<file path="config.mk">
export PLATFORM = sky130hd
export DESIGN_NAME = fetch_decode_stage
export DESIGN_NICKNAME = d
export VERILOG_FILES = /design/src/rtl/fetch_decode_stage.sv
export SDC_FILE = /design/constraint.sdc
export NUM_CORES = 1
export LEC_CHECK = 0
export CORE_ASPECT_RATIO = 0.6
export CORE_MARGIN = 2
export CORE_UTILIZATION = 35
export CTS_CLUSTER_DIAMETER = 150
export DETAILED_ROUTE_END_ITERATION = 8
export PLACE_DENSITY_LB_ADDON = 0.25
export RECOVER_POWER = 25
export SKIP_CTS_REPAIR_TIMING = 1
export SYNTH_ARGS = -nofsm -noshare
export SYNTH_HDL_FRONTEND = slang
export SYNTH_SLANG_ARGS = --single-unit
export TNS_END_PERCENT = 100
</file>
<file path="constraint.sdc">
create_clock -name clk -period 4.2 [get_ports clk]
set_input_delay 0.84 -clock clk [delete_from_list [all_inputs] [get_ports clk]]
set_output_delay 0.84 -clock clk [all_outputs]
set_load 0.01 [all_outputs]
</file>
<file path="src/rtl/fetch_decode_stage.sv">
// Fetch/decode front end: drives the instruction-memory address from the PC,
// decodes the returned word into pipeline controls and registers the result
// toward the stage-1 buffer. Handles stall, taken-branch redirect, undefined
// opcodes and a terminal HALTED state that only reset can leave.
module fetch_decode_stage (
    input  logic        clk,
    input  logic        rst_n,
    output logic [15:0] imem_addr,
    input  logic [15:0] imem_data,
    input  logic        stall,
    input  logic        redirect,
    input  logic [15:0] redirect_pc,
    output logic [15:0] instruction,
    output logic [15:0] pc_out,
    output logic        valid_out,
    output logic [1:0]  branchOps1,
    output logic [3:0]  aluOps1,
    output logic        mux3sels1,
    output logic        r0Writes1,
    output logic        regWrites1,
    output logic        wEnables1,
    output logic        illegal,
    output logic        halted
);

    typedef enum logic {
        ST_RUN    = 1'b0,
        ST_HALTED = 1'b1
    } state_t;

    localparam logic [3:0] OP_NOP  = 4'h0;
    localparam logic [3:0] OP_ADD  = 4'h1;
    localparam logic [3:0] OP_SUB  = 4'h2;
    localparam logic [3:0] OP_AND  = 4'h3;
    localparam logic [3:0] OP_OR   = 4'h4;
    localparam logic [3:0] OP_MUL  = 4'h5;
    localparam logic [3:0] OP_DIV  = 4'h6;
    localparam logic [3:0] OP_LW   = 4'h8;
    localparam logic [3:0] OP_SW   = 4'h9;
    localparam logic [3:0] OP_BEQ  = 4'hA;
    localparam logic [3:0] OP_BLT  = 4'hB;
    localparam logic [3:0] OP_JMP  = 4'hC;
    localparam logic [3:0] OP_HALT = 4'hF;

    // Architectural state
    state_t      state_q, state_d;
    logic [15:0] pc_q, pc_d;

    // Registered outputs toward the stage-1 buffer
    logic [15:0] instr_q, instr_d;
    logic [15:0] pc_out_q, pc_out_d;
    logic        valid_q, valid_d;
    logic [1:0]  branch_ops_q, branch_ops_d;
    logic [3:0]  alu_ops_q, alu_ops_d;
    logic        mux3_sel_q, mux3_sel_d;
    logic        r0_write_q, r0_write_d;
    logic        reg_write_q, reg_write_d;
    logic        w_enable_q, w_enable_d;
    logic        illegal_q, illegal_d;
    logic        halted_q, halted_d;

    // Decoded controls for the word currently on imem_data
    logic [3:0]  opcode;
    logic [1:0]  dec_branch_ops;
    logic [3:0]  dec_alu_ops;
    logic        dec_mux3_sel;
    logic        dec_r0_write;
    logic        dec_reg_write;
    logic        dec_w_enable;
    logic        dec_illegal;
    logic        dec_halt;

    assign opcode    = imem_data[15:12];
    assign imem_addr = pc_q;

    // Combinational opcode decode; anything not set for an opcode stays zero
    always_comb begin
        dec_branch_ops = 2'b00;
        dec_alu_ops    = 4'b0000;
        dec_mux3_sel   = 1'b0;
        dec_r0_write   = 1'b0;
        dec_reg_write  = 1'b0;
        dec_w_enable   = 1'b0;
        dec_illegal    = 1'b0;
        dec_halt       = 1'b0;
        case (opcode)
            OP_NOP: begin
            end
            OP_ADD, OP_SUB, OP_AND, OP_OR: begin
                dec_alu_ops   = opcode;
                dec_reg_write = 1'b1;
            end
            OP_MUL, OP_DIV: begin
                dec_alu_ops   = opcode;
                dec_reg_write = 1'b1;
                dec_r0_write  = 1'b1;
            end
            OP_LW: begin
                dec_alu_ops   = 4'b0001;
                dec_mux3_sel  = 1'b1;
                dec_reg_write = 1'b1;
            end
            OP_SW: begin
                dec_alu_ops  = 4'b0001;
                dec_w_enable = 1'b1;
            end
            OP_BEQ: begin
                dec_branch_ops = 2'b01;
                dec_alu_ops    = 4'b0010;
            end
            OP_BLT: begin
                dec_branch_ops = 2'b10;
                dec_alu_ops    = 4'b0010;
            end
            OP_JMP: begin
                dec_branch_ops = 2'b11;
            end
            OP_HALT: begin
                dec_halt = 1'b1;
            end
            default: begin
                // 0x7, 0xD, 0xE: pass through as a do-nothing instruction and flag it
                dec_illegal = 1'b1;
            end
        endcase
    end

    // Next-state selection: redirect beats stall beats normal issue; HALTED only emits bubbles
    always_comb begin
        state_d      = state_q;
        pc_d         = pc_q;
        instr_d      = instr_q;
        pc_out_d     = pc_out_q;
        valid_d      = valid_q;
        branch_ops_d = branch_ops_q;
        alu_ops_d    = alu_ops_q;
        mux3_sel_d   = mux3_sel_q;
        r0_write_d   = r0_write_q;
        reg_write_d  = reg_write_q;
        w_enable_d   = w_enable_q;
        illegal_d    = illegal_q;

        case (state_q)
            ST_RUN: begin
                if (redirect) begin
                    // Word fetched this cycle is on the wrong path, so squash it
                    pc_d         = redirect_pc;
                    instr_d      = 16'h0000;
                    valid_d      = 1'b0;
                    branch_ops_d = 2'b00;
                    alu_ops_d    = 4'b0000;
                    mux3_sel_d   = 1'b0;
                    r0_write_d   = 1'b0;
                    reg_write_d  = 1'b0;
                    w_enable_d   = 1'b0;
                    illegal_d    = 1'b0;
                end else if (!stall) begin
                    if (dec_halt) begin
                        // HALT leaves the PC on itself and becomes a bubble
                        state_d      = ST_HALTED;
                        instr_d      = 16'h0000;
                        valid_d      = 1'b0;
                        branch_ops_d = 2'b00;
                        alu_ops_d    = 4'b0000;
                        mux3_sel_d   = 1'b0;
                        r0_write_d   = 1'b0;
                        reg_write_d  = 1'b0;
                        w_enable_d   = 1'b0;
                        illegal_d    = 1'b0;
                    end else begin
                        pc_d         = pc_q + 16'd1;
                        instr_d      = imem_data;
                        pc_out_d     = pc_q;
                        valid_d      = 1'b1;
                        branch_ops_d = dec_branch_ops;
                        alu_ops_d    = dec_alu_ops;
                        mux3_sel_d   = dec_mux3_sel;
                        r0_write_d   = dec_r0_write;
                        reg_write_d  = dec_reg_write;
                        w_enable_d   = dec_w_enable;
                        illegal_d    = dec_illegal;
                    end
                end
            end
            default: begin
                // HALTED: frozen PC, bubble every cycle, redirect and stall ignored
                instr_d      = 16'h0000;
                valid_d      = 1'b0;
                branch_ops_d = 2'b00;
                alu_ops_d    = 4'b0000;
                mux3_sel_d   = 1'b0;
                r0_write_d   = 1'b0;
                reg_write_d  = 1'b0;
                w_enable_d   = 1'b0;
                illegal_d    = 1'b0;
            end
        endcase

        halted_d = (state_d == ST_HALTED);
    end

    // State and output registers with asynchronous active-low reset to a bubble at PC 0
    always_ff @(posedge clk or negedge rst_n) begin
        if (!rst_n) begin
            state_q      <= ST_RUN;
            pc_q         <= 16'h0000;
            instr_q      <= 16'h0000;
            pc_out_q     <= 16'h0000;
            valid_q      <= 1'b0;
            branch_ops_q <= 2'b00;
            alu_ops_q    <= 4'b0000;
            mux3_sel_q   <= 1'b0;
            r0_write_q   <= 1'b0;
            reg_write_q  <= 1'b0;
            w_enable_q   <= 1'b0;
            illegal_q    <= 1'b0;
            halted_q     <= 1'b0;
        end else begin
            state_q      <= state_d;
            pc_q         <= pc_d;
            instr_q      <= instr_d;
            pc_out_q     <= pc_out_d;
            valid_q      <= valid_d;
            branch_ops_q <= branch_ops_d;
            alu_ops_q    <= alu_ops_d;
            mux3_sel_q   <= mux3_sel_d;
            r0_write_q   <= r0_write_d;
            reg_write_q  <= reg_write_d;
            w_enable_q   <= w_enable_d;
            illegal_q    <= illegal_d;
            halted_q     <= halted_d;
        end
    end

    assign instruction = instr_q;
    assign pc_out      = pc_out_q;
    assign valid_out   = valid_q;
    assign branchOps1  = branch_ops_q;
    assign aluOps1     = alu_ops_q;
    assign mux3sels1   = mux3_sel_q;
    assign r0Writes1   = r0_write_q;
    assign regWrites1  = reg_write_q;
    assign wEnables1   = w_enable_q;
    assign illegal     = illegal_q;
    assign halted      = halted_q;

endmodule
</file>
After elaboration in Yosys (flattened, before gate mapping)
Cells that the tools add are included.

Logic and storage cells: 92. Bits of input ports: 36. Bits in registers: 61. Output and inout port bits: 61.

Add/sub/neg operators: 1. Reduce and logical (&&, ||, !) cells: 9. Bitwise operators: 4. Multiplexer cells: 51. Eq/ne operators: 15.

Operator list (number): $mux W16 (7); $mux W1 (34); $eq A4 B4 Y1 const B (6); $add A16 B1 Y16 const B (1); $mux W4 (4); $reduce_or A13 Y1 (1); $eq A4 B3 Y1 const B (3); $pmux W4 S3 (1); $eq A4 B2 Y1 const B (2); $mux W2 (4); $reduce_or A7 Y1 (1); $pmux W2 S3 (1); $reduce_or A2 Y1 (3); $reduce_or A6 Y1 (1); $eq A4 B1 Y1 const B (1); $logic_not A4 Y1 (1); $not A1 Y1 (4); $reduce_and A4 Y1 (1); $ne A3 B1 Y1 const B (1); $reduce_and A3 Y1 (1); $ne A2 B1 Y1 const B (1); $ne A2 B2 Y1 const B (1).

Depth between registers and ports, before layout
Gate-level depths: netlist of the first run.

Depth after elaboration: 7. Depth in mapped cells: 7. Gate-level depth less buffers: 5.

Worst setup path after synthesis of the first run
No wires, ideal clock.

Path kind: input port to flip-flop. Start: input imem_data[14]. End: register pc_out_q[10] (netlist: pc_out[10]). Data arrival time: 1947 ps. Required time: 4075 ps. Path slack: 2128 ps. Library setup time: 125 ps. Stages on the path: 5. Path buffers: 2. Cell sequence: buf_2 -> inv_1 -> o21ai_4 -> buf_4 -> mux2_2.

Longest elaborated chain between the ends: 4.

RTL lines: start: declaration (line 9) `input logic [15:0] imem_data,`; $eq A4 B4 Y1 (line 86) `case (opcode)`; $mux W1 (line 86); $not A1 Y1 (no line); $reduce_and A4 Y1 (no line); end signal: assignment (line 222) `pc_out_q <= pc_out_d;`; end: declaration (line 51) `logic [15:0] pc_out_q, pc_out_d;`.

No other way between the ends. A chain may end at the register's enable or synchronous reset.

Worst setup path in the final report of the first run
Start: input imem_data[13]. End: register instr_q[12] (netlist: instruction[12]).

Longest elaborated chain between the ends: 6.

RTL lines: $eq A4 B4 Y1 (line 86); $mux W1 (line 86); $mux W16 (line 158) `if (dec_halt) begin`; $mux W16 (line 157) `end else if (!stall) begin`; $mux W16 (line 145) `if (redirect) begin`; $mux W16 (line 143) `case (state_q)`; end signal: assignment (line 221) `instr_q <= instr_d;`; end: declaration (line 50) `logic [15:0] instr_q, instr_d;`.

No other way between the ends. The select of a mux whose other input is x is not followed.

==> impl_metrics.yaml, run 1 <==
finish:
  nNetsFinal: 402
  final_common_cell: "clkdlybuf4s50_1"
  mostFrequentLayoutCells: "clkdlybuf4s50_1, dfrtp_1, nand2_1"
  drive_gt1_share_pct: 10.81
  syn2layout_area_growth_pct: 46.76
  antenna_cells: 0
  fin_cells: 478
critical_path:
  r2r_start: "halted$_DFF_PN0_"
  crit_start: "imem_data[13]"
  timing.rr.end: "instruction[12]$_DFFE_PN0P_"
  crit_path_start_kind: "input port"
  critPathKind: "in2reg"
  cp.arrival_ns: 3.07
  r2r_cells: 3
  critPathMaxFanout: 16
  slowest_stage: "nor3_2"
  crit_chain: "clkdlybuf4s50_1, nand3_1, nor2_1, nor3_2, a22o_1"
  end_kind: "register"
  cp.required_ns: 4.47
  reg2reg_slack_ns: 2.03
  slowest_delay_ns: 0.83
sta:
  fmax_mhz: 355.9
  setup_violations: 0
  fin_ws_ns: 1.391
  period_minus_slack_ns: 2.810
  max_slew.worst_pin.slew_ns: 1.522
  finalClockSkew_ns: 0.004477
  grt_setup_unrepaired: "false"
  min_period_over_period_pct: 66.89
  relSlewSlack_pct: -1.474
  setup_tns_ns: 0
  finalMaxSlewViolations: 29
  timing_hold_violations_final: 0
logic_synthesis:
  ys_ff_latch: 61
  synth_area_um2: 2895
  avgSynthCellArea_um2: 10.64
  synth_edf_count: 0
  async_reset_ff_share_pct: 100.0
  synth_cell_types: 51
  yosys_most_used_dff: "dfrtp_1"
  ys_seq_area_share_pct: 52.72
  syn-num-nets: 309
  synth_warnings: 0
  synthCells: 272
cts:
  cts_max_path_buffers: 2
  cts_buffers: 9
  clk_latency_ns: 0.33
  path_clk_slew_ns: 0.05
  tritoncts: "built"
  root_buffer: "clkbuf_16"
  htreeDepth: 3
  clock_sinks: 61
run_status:
  outcome: "complete, but fails checks"
  violations: "capacitance limit, slew limit"
floorplanning:
  rows: 25
  start_util_pct: 36.44
  io_pins: 97
  die-area_um2: 9040
  fp.dieW_um: 121.4
  design.core.area_um2: 7945
  die_y_um: 74.45
power:
  irDropWorstVdd_mv: 0.3489
  power-per-cell-area_nw_per_um2: 550.5
  cellLeakagePower_uw: 0.001758
drt:
  drtIter0Drc: 159
  wl_per_cell_um: 16.51
  routed_wl_um: 7892
  ant_nets: 0
  vias: 2560
  first_pass_iters: 4
  drc: 0
  via_per_inst: 5.356
min_path:
  hold_path_startpoint: "regWrites1$_DFFE_PN0P_"
  hp-class: "reg2reg"
  min_path_cells: 2
  holdPathEnd: "regWrites1$_DFFE_PN0P_"
global_routing:
  met3_usage_pct: 6.442
  top_usage_layer: "met1"
  grt_max_degree: 35
  grt_pass1_wl_um: 12360
  gr-usage-all-layers_pct: 18.30
  antenna_found_initial: 0
  grt_use_met1_pct: 26.76
  grt_pass1_vias: 2362
  globalRouteMet2Util_pct: 24.53
  grt_overflow_total: 0
place:
  dp_slack_ns: 1.069
  place_congestion: 0.8742
  hpwl_um: 5603
  numPlacedInstances: 462
  io_buffers: 96
job:
  max_cap_violations: 1
-- critical path: cells and delay by family --
family                 cells  cell delay (ns)
and+or+nand+nor            3             1.27
buffers and inverters      1             0.71
AOI/OAI and AO/OA          1             0.25
-- worst max-delay path by stage --
stage                                             end  slack (ns)  depth (start not counted)
after floorplan                pc_out[10]$_DFFE_PN0P_        2.13                          5
after global placement     instruction[3]$_DFFE_PN0P_        1.13                          5
final                     instruction[12]$_DFFE_PN0P_        1.39                          5
after CTS                 instruction[12]$_DFFE_PN0P_        1.42                          5
after detailed placement   instruction[8]$_DFFE_PN0P_        1.07                          5
after global routing      instruction[15]$_DFFE_PN0P_        1.21                          5
-- registers in the layout (all words and copies together), names as in the netlist, 2 cells and up --
| signal | cells |
|---|---|
| imem_addr | 16 |
| branchOps1 | 2 |
| pc_out | 16 |
| aluOps1 | 4 |
| instruction | 16 |
-- synth_stat cells, types with 2 or more instances --
cell type | count | area (um2)
nand2b_1 | 4 | 25.02
a32o_1 | 2 | 20.02
o211ai_1 | 3 | 22.52
mux2_2 | 15 | 168.9
nor2_1 | 21 | 78.83
dfrtp_1 | 61 | 1526
nor4_1 | 5 | 31.28
a21o_1 | 2 | 15.01
a31oi_1 | 3 | 18.77
nand2_1 | 23 | 86.33
inv_1 | 6 | 22.52
a22o_1 | 20 | 175.2
and2_1 | 2 | 12.51
nand3_1 | 8 | 40.04
o2bb2ai_1 | 3 | 26.28
a22oi_1 | 3 | 22.52
o21ai_0 | 17 | 85.08
o22a_1 | 2 | 17.52
xor2_1 | 2 | 17.52
buf_2 | 6 | 30.03
a21oi_1 | 17 | 85.08
and3_1 | 2 | 12.51
or4_1 | 3 | 22.52
and4_1 | 3 | 26.28
nand4_1 | 5 | 31.28
clkbuf_1 | 7 | 26.28
buf_4 | 3 | 22.52
-- cell families (layout without fill, tap and decap cells) --
kind of cell | Yosys count | after routing | share of synthesized area [%]
and+or+nand+nor | 84 | 84 | 15.26
adders and majority gates | 1 | 1 | 0.4321
xor gates and xnor gates | 2 | 2 | 0.6051
AOI/OAI and AO/OA | 85 | 85 | 21.18
buffers and inverters | 23 | 121 | 3.630
DFF | 61 | 61 | 52.72
muxes | 16 | 16 | 6.180
-- layer usage --
metal	share of wire, %	routed length, um
met1	50	3984
met2	41	3259
met3	6.7	528
met4	1.5	119
met5	0	0
-- layout make-up --
cell class                      count  area (um2)
Multi-Input combinational cell    188        1264
Fill cell                         745        3696
Clock inverter                      4       70.07
Timing Repair Buffer               99       974.7
Sequential cell                    61        1526
Inverter                            6       22.52
Tap cell                          108       135.1
Clock buffer                       12       256.5
-- power by group --
group	internal (uW)	switching (uW)	leakage [uW]	total [uW]
clock network	549	257	0.000163	806
registers	721	153	0.000773	874
logic	383	277	0.000822	660
total	1650	687	0.00176	2340
-- through the flow --
stage               total power, uW  hold slack, ns  instance area, um2  utilization [%]
finish                         2339          0.4698                4249            53.48
global route                   2458          0.5183                4249            53.48
CTS                            2362          0.4757                4253            53.53
detailed placement             1546          0.4644                3926            49.42
global placement               1533          0.4534                3926            49.42
floorplan                      1156          0.5048                2895                -
Power figures use the tool's default switching activity.
==> inputs of run 2 (changes only) <==
==> constraint.sdc (replaced) <==
create_clock -name clk -period 2.84 [get_ports clk]
set_input_delay 0.568 -clock clk [delete_from_list [all_inputs] [get_ports clk]]
set_output_delay 0.568 -clock clk [all_outputs]
set_load 0.01 [all_outputs]
==> run 2 against run 1 <==
  * The run still ends with capacitance limit, slew limit left
  * Sequential share of layout area fell by 0.88 points
  * Highest routed layer unchanged
  * Hold slack improved by 0.0094 ns
  * Routed wire length increased by 0.57%
  * Non-clock buffer count rose by 6
  * Die area stayed put
==> impl_metrics.yaml, run 2 (same netlist as run 1, synthesis figures left out) <==
drt:
  ant_nets: 0
  drtIter0Drc: 145
  wl_per_cell_um: 16.40
  first_pass_iters: 4
  routed_wl_um: 7937
  via_per_inst: 5.238
  vias: 2535
  drc: 0
cts:
  clk_latency_ns: 0.33
  clock_sinks: 61
  cts_max_path_buffers: 2
  root_buffer: "clkbuf_16"
  tritoncts: "built"
  path_clk_slew_ns: 0.05
  htreeDepth: 3
  cts_buffers: 9
floorplanning:
  die_y_um: 74.45
  io_pins: 97
  design.core.area_um2: 7945
  rows: 25
  die-area_um2: 9040
  fp.dieW_um: 121.4
  start_util_pct: 36.44
place:
  dp_slack_ns: 0.3861
  hpwl_um: 5613
  place_congestion: 0.8343
  io_buffers: 96
finish:
  antenna_cells: 0
  drive_gt1_share_pct: 12.50
  nNetsFinal: 408
  mostFrequentLayoutCells: "clkdlybuf4s50_1, dfrtp_1, nand2_1"
  final_common_cell: "clkdlybuf4s50_1"
  final_util_pct: 54.82
  syn2layout_area_growth_pct: 50.43
global_routing:
  grt_use_met1_pct: 27.10
  grt_pass1_wl_um: 12680
  met3_usage_pct: 6.442
  top_usage_layer: "met1"
  grt_pass1_vias: 2421
  globalRouteMet2Util_pct: 25.53
  gr-usage-all-layers_pct: 18.57
  grt_max_degree: 34
  grt_overflow_total: 0
  antenna_found_initial: 0
job:
  max_cap_violations: 1
sta:
  relSlewSlack_pct: -7.067
  fin_ws_ns: 0.5393
  finalClockSkew_ns: 0.005242
  finalMaxSlewViolations: 29
  setup_violations: 0
  min_period_over_period_pct: 81.01
  period_minus_slack_ns: 2.301
  grt_setup_unrepaired: "false"
  max_slew.worst_pin.slew_ns: 1.606
  timing_hold_violations_final: 0
  setup_tns_ns: 0
  fmax_mhz: 434.7
run_status:
  violations: "capacitance limit, slew limit"
  outcome: "complete, but fails checks"
critical_path:
  cp.required_ns: 2.27
  slowest_delay_ns: 0.74
  cp.arrival_ns: 1.73
  critPathKind: "reg2out"
  end_kind: "output pin"
  worstPathBufferInverterCount: 1
  crit_path_start_kind: "register"
  slowest_stage: "dfrtp_1"
  critPathMaxFanout: 16
  reg2reg_slack_ns: 0.81
  crit_chain: "clkdlybuf4s50_1"
  crit_family: "flip-flops"
power:
  p_int_uw: 2610
  irDropWorstVdd_mv: 0.5950
  cellLeakagePower_uw: 0.001812
  clkPwrFrac_pct: 37.4
  power-per-cell-area_nw_per_um2: 834.1
  p_total_uw: 3633
  power_switching_uw: 1023
  combPwrFrac_pct: 27.1
  pwr-share-seq_pct: 35.5
  swShare_pct: 28.16
min_path:
  hp-class: "reg2reg"
## run 2: changes by cell type in the layout (fill, tap and decap cells not counted)
cell       previous run  this run
clkinv_2              2         1
bufinv_16             2         4
clkbuf_1              2         1
buf_4                 2         8
clkbuf_2              1         0
buf_12                0         1
clkbuf_8              2         1
clkinv_4              0         1
## run 2: layer usage
metal	vias to the layer above	part of all wire, %
li1	1219	-
met1	1210	49
met2	98	42
met3	8	8.2
met4	0	1.2
met5	-	0
## run 2: per-stage QoR
step           instances  instance area (um2)  hold WS (ns)
2_1_floorplan        272                 2895        0.2724
6_report             484                 4355        0.4792
5_1_grt              484                 4355        0.5172
4_1_cts              484                 4357        0.2912
3_3_place_gp         468                 3984        0.4545
3_5_place_dp         468                 3984        0.4670
## run 2: power groups by stage
stage	Sequential (uW)	Clock, uW	Combinational (uW)
after floorplan	1330	0	377
final	1290	1360	983
after global routing	1330	1420	1070
after CTS	1290	1380	997
after global placement	1300	0	977
after detailed placement	1300	0	992
## run 2: worst paths after layout
check                                             end  depth (start not counted)                   start
min in group asynchronous  instruction[5]$_DFFE_PN0P_                          1                   rst_n
max reg2reg                instruction[8]$_DFFE_PN0P_                          3        halted$_DFF_PN0_
max in group asynchronous  instruction[6]$_DFFE_PN0P_                          1                   rst_n
max                                            halted                          1        halted$_DFF_PN0_
min                            regWrites1$_DFFE_PN0P_                          2  regWrites1$_DFFE_PN0P_
min reg2reg                    regWrites1$_DFFE_PN0P_                          2  regWrites1$_DFFE_PN0P_
## run 2: cell type report
class / instances / area, um2
fill: 697 / 3590
sequential: 61 / 1526
multi-input combinational: 188 / 1264
timing repair buffer: 105 / 1035
clock buffer: 10 / 239.0
tap: 108 / 135.1
clock inverter: 6 / 133.9
inverter: 6 / 22.52
==> RTL change 1, RTL diff (flow settings as in run 1) <==
Take the reset off `instr_q` and load it in a clocked block of its own.
--- a/src/rtl/fetch_decode_stage.sv
+++ b/src/rtl/fetch_decode_stage.sv
@@ -205,5 +205,4 @@
             state_q      <= ST_RUN;
             pc_q         <= 16'h0000;
-            instr_q      <= 16'h0000;
             pc_out_q     <= 16'h0000;
             valid_q      <= 1'b0;
@@ -219,5 +218,4 @@
             state_q      <= state_d;
             pc_q         <= pc_d;
-            instr_q      <= instr_d;
             pc_out_q     <= pc_out_d;
             valid_q      <= valid_d;
@@ -233,4 +231,8 @@
     end
 
+    always_ff @(posedge clk) begin
+        instr_q <= instr_d;
+    end
+
     assign instruction = instr_q;
     assign pc_out      = pc_out_q;
Function: changed (Yosys sat finds a counterexample within 4 cycles, from zero or initial values and one cycle with rst_n low).
==> RTL change 1 against run 1 <==
Synthesized cell count is 3.3% lower; wire length down 0.29%; the run still ends with max-capacitance violations, max-slew violations left; core utilization is 1.5 points higher; area after synthesis is 5.2% lower; worst setup slack better by 0.079 ns; sequential cell count stayed put; design area fell by 4.0%.
Power is not compared: it rests on default switching activity, and its combinational part moved more than twofold at a synthesized area within 25%.
==> RTL change 1: results (changes against run 1) <==
layout cells sized above 1 0.108 (about the same); Peak supply drop between 150 and 200 µV; worst-path maximum fanout 24 (was 16); Crit Reg-Reg Startpoint imem_addr[4] (was halted); Hold Path Class flop to flop (unchanged); number of global-route vias before repair 2453 (was 2362); crit path from imem_data[12] (was imem_data[13]); DP Wirelength 5.56 mm (was 5.60 mm); Synth area leaders dfrtp_1, dfxtp_1, mux2_2 (was dfrtp_1, a22o_1, mux2_2); Worst slew margin -0.641 (was -0.0147); first-pass GRT wire length 13.1 mm (was 12.4 mm); Syn Nets 300 (was 309); failing checks max-capacitance violations, max-slew violations (unchanged); Data arrival, critical path 2.94 ns (was 3.07 ns); Yosys cell types 54 (was 51); max-cap violations 1 (unchanged); Place WS 1.16 ns (was 1.07 ns); final clock skew 0.00662 ns (was 0.00448 ns); status finished with violations (unchanged); DR vias/cell 5.41 (was 5.36); largest net degree at the start of global routing 46 (was 35); Yosys Warn Count 0 (unchanged); ys flop type dfrtp_1 (unchanged); sequential-to-total area share from yosys stat 0.527 (about the same); Port-buffer cells 96 (unchanged); initial antenna violation count 0 (unchanged); Slew Limit Fails 46 (was 29); share of flip-flops with an asynchronous set or reset 0.738 (was 1.00); Worst-Skew Late Latency 0.33 ns (about the same); gr usage total 0.198 (was 0.183); hold_sp instruction[8] (was regWrites1); list of most frequent post-synthesis cells dfrtp_1, nor2_1, a21oi_1, a22o_1, dfxtp_1 (was dfrtp_1, nand2_1, nor2_1, a22o_1); drt initial violations 193 (was 159); EDFF count, synth 0 (unchanged); total CTS buffers 9 (unchanged); fin nets 392 (was 402); CTS tree done (unchanged); ANT cells 0 (unchanged); Root Driver clkbuf_16 (unchanged); clock slew at reported path FFs 0.05 ns (about the same); GP Congestion 0.878 (was 0.874); H-tree Lvls 3 (unchanged); WL per Instance 17.0 µm (was 16.5 µm)
RTL change 1: layout make-up:
type / instances / area [µm²]
Multi-Input combinational cell: 179 / 1200
Inverter: 5 / 18.8
Clock buffer: 16 / 303
Tap cell: 104 / 130
Fill cell: 674 / 3340
Timing Repair Buffer: 99 / 977
Sequential cell: 61 / 1450
RTL change 1: kinds of logic (layout without fill, tap and decap cells):
group / Yosys count / after routing / share of synthesized area
DFF: 61 / 61 / 0.527
buffers and inverters: 23 / 120 / 0.0360
AOI/OAI and AO/OA: 78 / 78 / 0.199
and+or+nand+nor: 79 / 79 / 0.150
xor gates and xnor gates: 1 / 1 / 0.00319
muxes: 20 / 20 / 0.0798
adders and majority gates: 1 / 1 / 0.00456
RTL change 1: layer usage:
metal  wire length (µm)  up-vias  global-route usage
li1                   -     1173                   -
met1               3820     1226               0.282
met2               3270      107               0.275
met3                710        6              0.0789
met4                 65        0              0.0576
met5                  0        -                   0
RTL change 1: path summary, 6_finish.rpt:
| check | end | slack (ns) | depth (start not counted) |
|---|---|---|---|
| setup / recovery | pc_out[10] | 1.47 | 4 |
| hold / removal | instruction[8] | 0.47 | 1 |
| setup reg to reg | imem_addr[13] | 2.08 | 4 |
| hold reg to reg | instruction[8] | 0.47 | 1 |
| max in group asynchronous | wEnables1 | 1.53 | 1 |
| min in group asynchronous | pc_out[5] | 1.27 | 1 |
RTL change 1: critical path: stages:
cell	delay (ns)
clkdlybuf4s50_1	0.68
a41o_1	0.42
nor2_4	0.58
mux2_2	0.40
RTL change 1: where the power goes:
part | total [mW] | switching [mW] | internal, mW
Clock | 0.731 | 0.247 | 0.484
Combinational | 0.0929 | 0.0446 | 0.0483
Sequential | 0.599 | 0.00787 | 0.591
RTL change 1: metrics by stage:
stage                     cells  cell area [µm²]
after floorplan             263             2740
after global placement      448             3780
after detailed placement    448             3780
after CTS                   464             4080
after global routing        464             4080
final                       464             4080
==> RTL change 2, RTL diff (settings of run 1) <==
Made on the original files. Reset style: synchronous (`rst_n`), changed in one clocked block. Comments in the files are not updated.
--- a/src/rtl/fetch_decode_stage.sv
+++ b/src/rtl/fetch_decode_stage.sv
@@ -201,5 +201,5 @@
 
     // State and output registers with asynchronous active-low reset to a bubble at PC 0
-    always_ff @(posedge clk or negedge rst_n) begin
+    always_ff @(posedge clk) begin
         if (!rst_n) begin
             state_q      <= ST_RUN;
Check against the original RTL: differs if rst_n is asserted again (counterexample within 4 cycles, from zero or initial values and one cycle with rst_n low); with rst_n held inactive, the same outputs for 10 cycles.
==> RTL change 2 against run 1 <==
Die area down 4.3%; wire length decreased by 5.0%; area after synthesis shrank 4.5%; sequential cell count is the same; synthesized cell count up 16%; worst setup slack about the same; design area decreased by 5.2%; non-clock buffer count stayed put; clock skew decreased by 0.00050 ns; critical endpoint is now instruction[10]; first-iteration DRC count rose by 30%.
Power is not compared: it rests on default switching activity, and its combinational part moved more than twofold at a synthesized area within 25%.
==> RTL change 2: results (changes against run 1) <==
filler cell count 762 (was 745); drt initial violations 206 (was 159); Synth Area in XOR/XNOR 0.00633 (was 0.00605); list of most frequent post-synthesis cells dfxtp_1, nand2_1, a22o_1, buf_2, nand3_1 (was dfrtp_1, nand2_1, nor2_1, a22o_1); Syn Nets 352 (was 309); routing usage on met1 0.275 (was 0.268); DP Wirelength 5.39 mm (was 5.60 mm); met3 wire len 649 µm (was 528 µm); critical path endpoint instruction[10] (was instruction[12]); number of global-route vias before repair 2335 (was 2362); share of flip-flops with an asynchronous set or reset 0 (was 1.00); fin nets 433 (was 402); post-layout min period 2.81 ns (about the same); grt met2 use 0.226 (was 0.245); adder-cell area share of the yosys netlist 0.00452 (was 0.00432); Yosys Warn Count 0 (unchanged); Met1 Wirelength 3.78 mm (was 3.98 mm); placed cell area 0.00374 mm² (was 0.00393 mm²); Top Family by Delay on Critical Path simple AND/OR/NAND/NOR gates (unchanged); initial antenna violation count 0 (unchanged); gr usage total 0.181 (was 0.183); status finished, final reports clean (was finished with violations); Place WS 1.02 ns (was 1.07 ns); overall power ~1.5 mW; Crit Reg-Reg Startpoint halted (unchanged); Layout Cells excl Fill 509 (was 478); worst-path maximum fanout 34 (was 16); first-pass GRT wire length 12.3 mm (was 12.4 mm); ys flop type dfxtp_1 (was dfrtp_1); layout cells sized above 1 0.0574 (was 0.108); slowest CP cell nor2_2 (was nor3_2); cell count after placement 493 (was 462); Tightest Pin Transition 0.839 ns (was 1.52 ns); final clock skew 0.00397 ns (was 0.00448 ns); Peak supply drop ~240 µV; Syn Area/Cell 8.78 µm² (was 10.6 µm²); DR vias/cell 5.14 (was 5.36); ANT cells 0 (unchanged); final core occ 0.519 (was 0.535); sequential-to-total area share from yosys stat 0.441 (was 0.527); comb pwr roughly 180 µW; worst reg-to-reg setup slack 2.11 ns (was 2.03 ns); Crit Reg-Reg Endpoint instruction[10] (was instruction[12]); mux share of post-synthesis cell area 0.00724 (was 0.0618); drc violations 0 (unchanged); DR WL met2 2.96 mm (was 3.26 mm); largest net degree at the start of global routing 40 (was 35); crit path from rst_n (was imem_data[13]); Routed Wire Length 7.50 mm (was 7.89 mm); GP Congestion 0.826 (was 0.874); Synth Area in Compound Gates 0.256 (was 0.212); Synth area leaders dfxtp_1, nand2_1, a22o_1 (was dfrtp_1, a22o_1, mux2_2); met3 usage 0.0656 (was 0.0644)
RTL change 2: changes by cell type after synthesis, moves of 9 or more:
cell	change
dfxtp_1	+61
dfrtp_1	-61
a21boi_1	+10
nor2_1	-11
mux2_2	-15
o21ai_0	-9
nand2_1	+38
RTL change 2: worst min path at each step:
stage | from | endpoint | slack (ns)
2_1_floorplan | regWrites1 | regWrites1 | 0.47
3_3_place_gp | valid_out | valid_out | 0.44
3_5_place_dp | regWrites1 | regWrites1 | 0.45
4_1_cts | regWrites1 | regWrites1 | 0.45
5_1_grt | pc_out[13] | pc_out[13] | 0.46
6_report | regWrites1 | regWrites1 | 0.45
RTL change 2: layout make-up:
| cell class | count | share of cell area |
|---|---|---|
| clock buffer | 10 | 0.0568 |
| clock inverter | 6 | 0.0158 |
| inverter | 7 | 0.00652 |
| multi-input combinational | 218 | 0.340 |
| sequential | 61 | 0.303 |
| tap | 108 | 0.0335 |
| timing repair buffer | 99 | 0.244 |
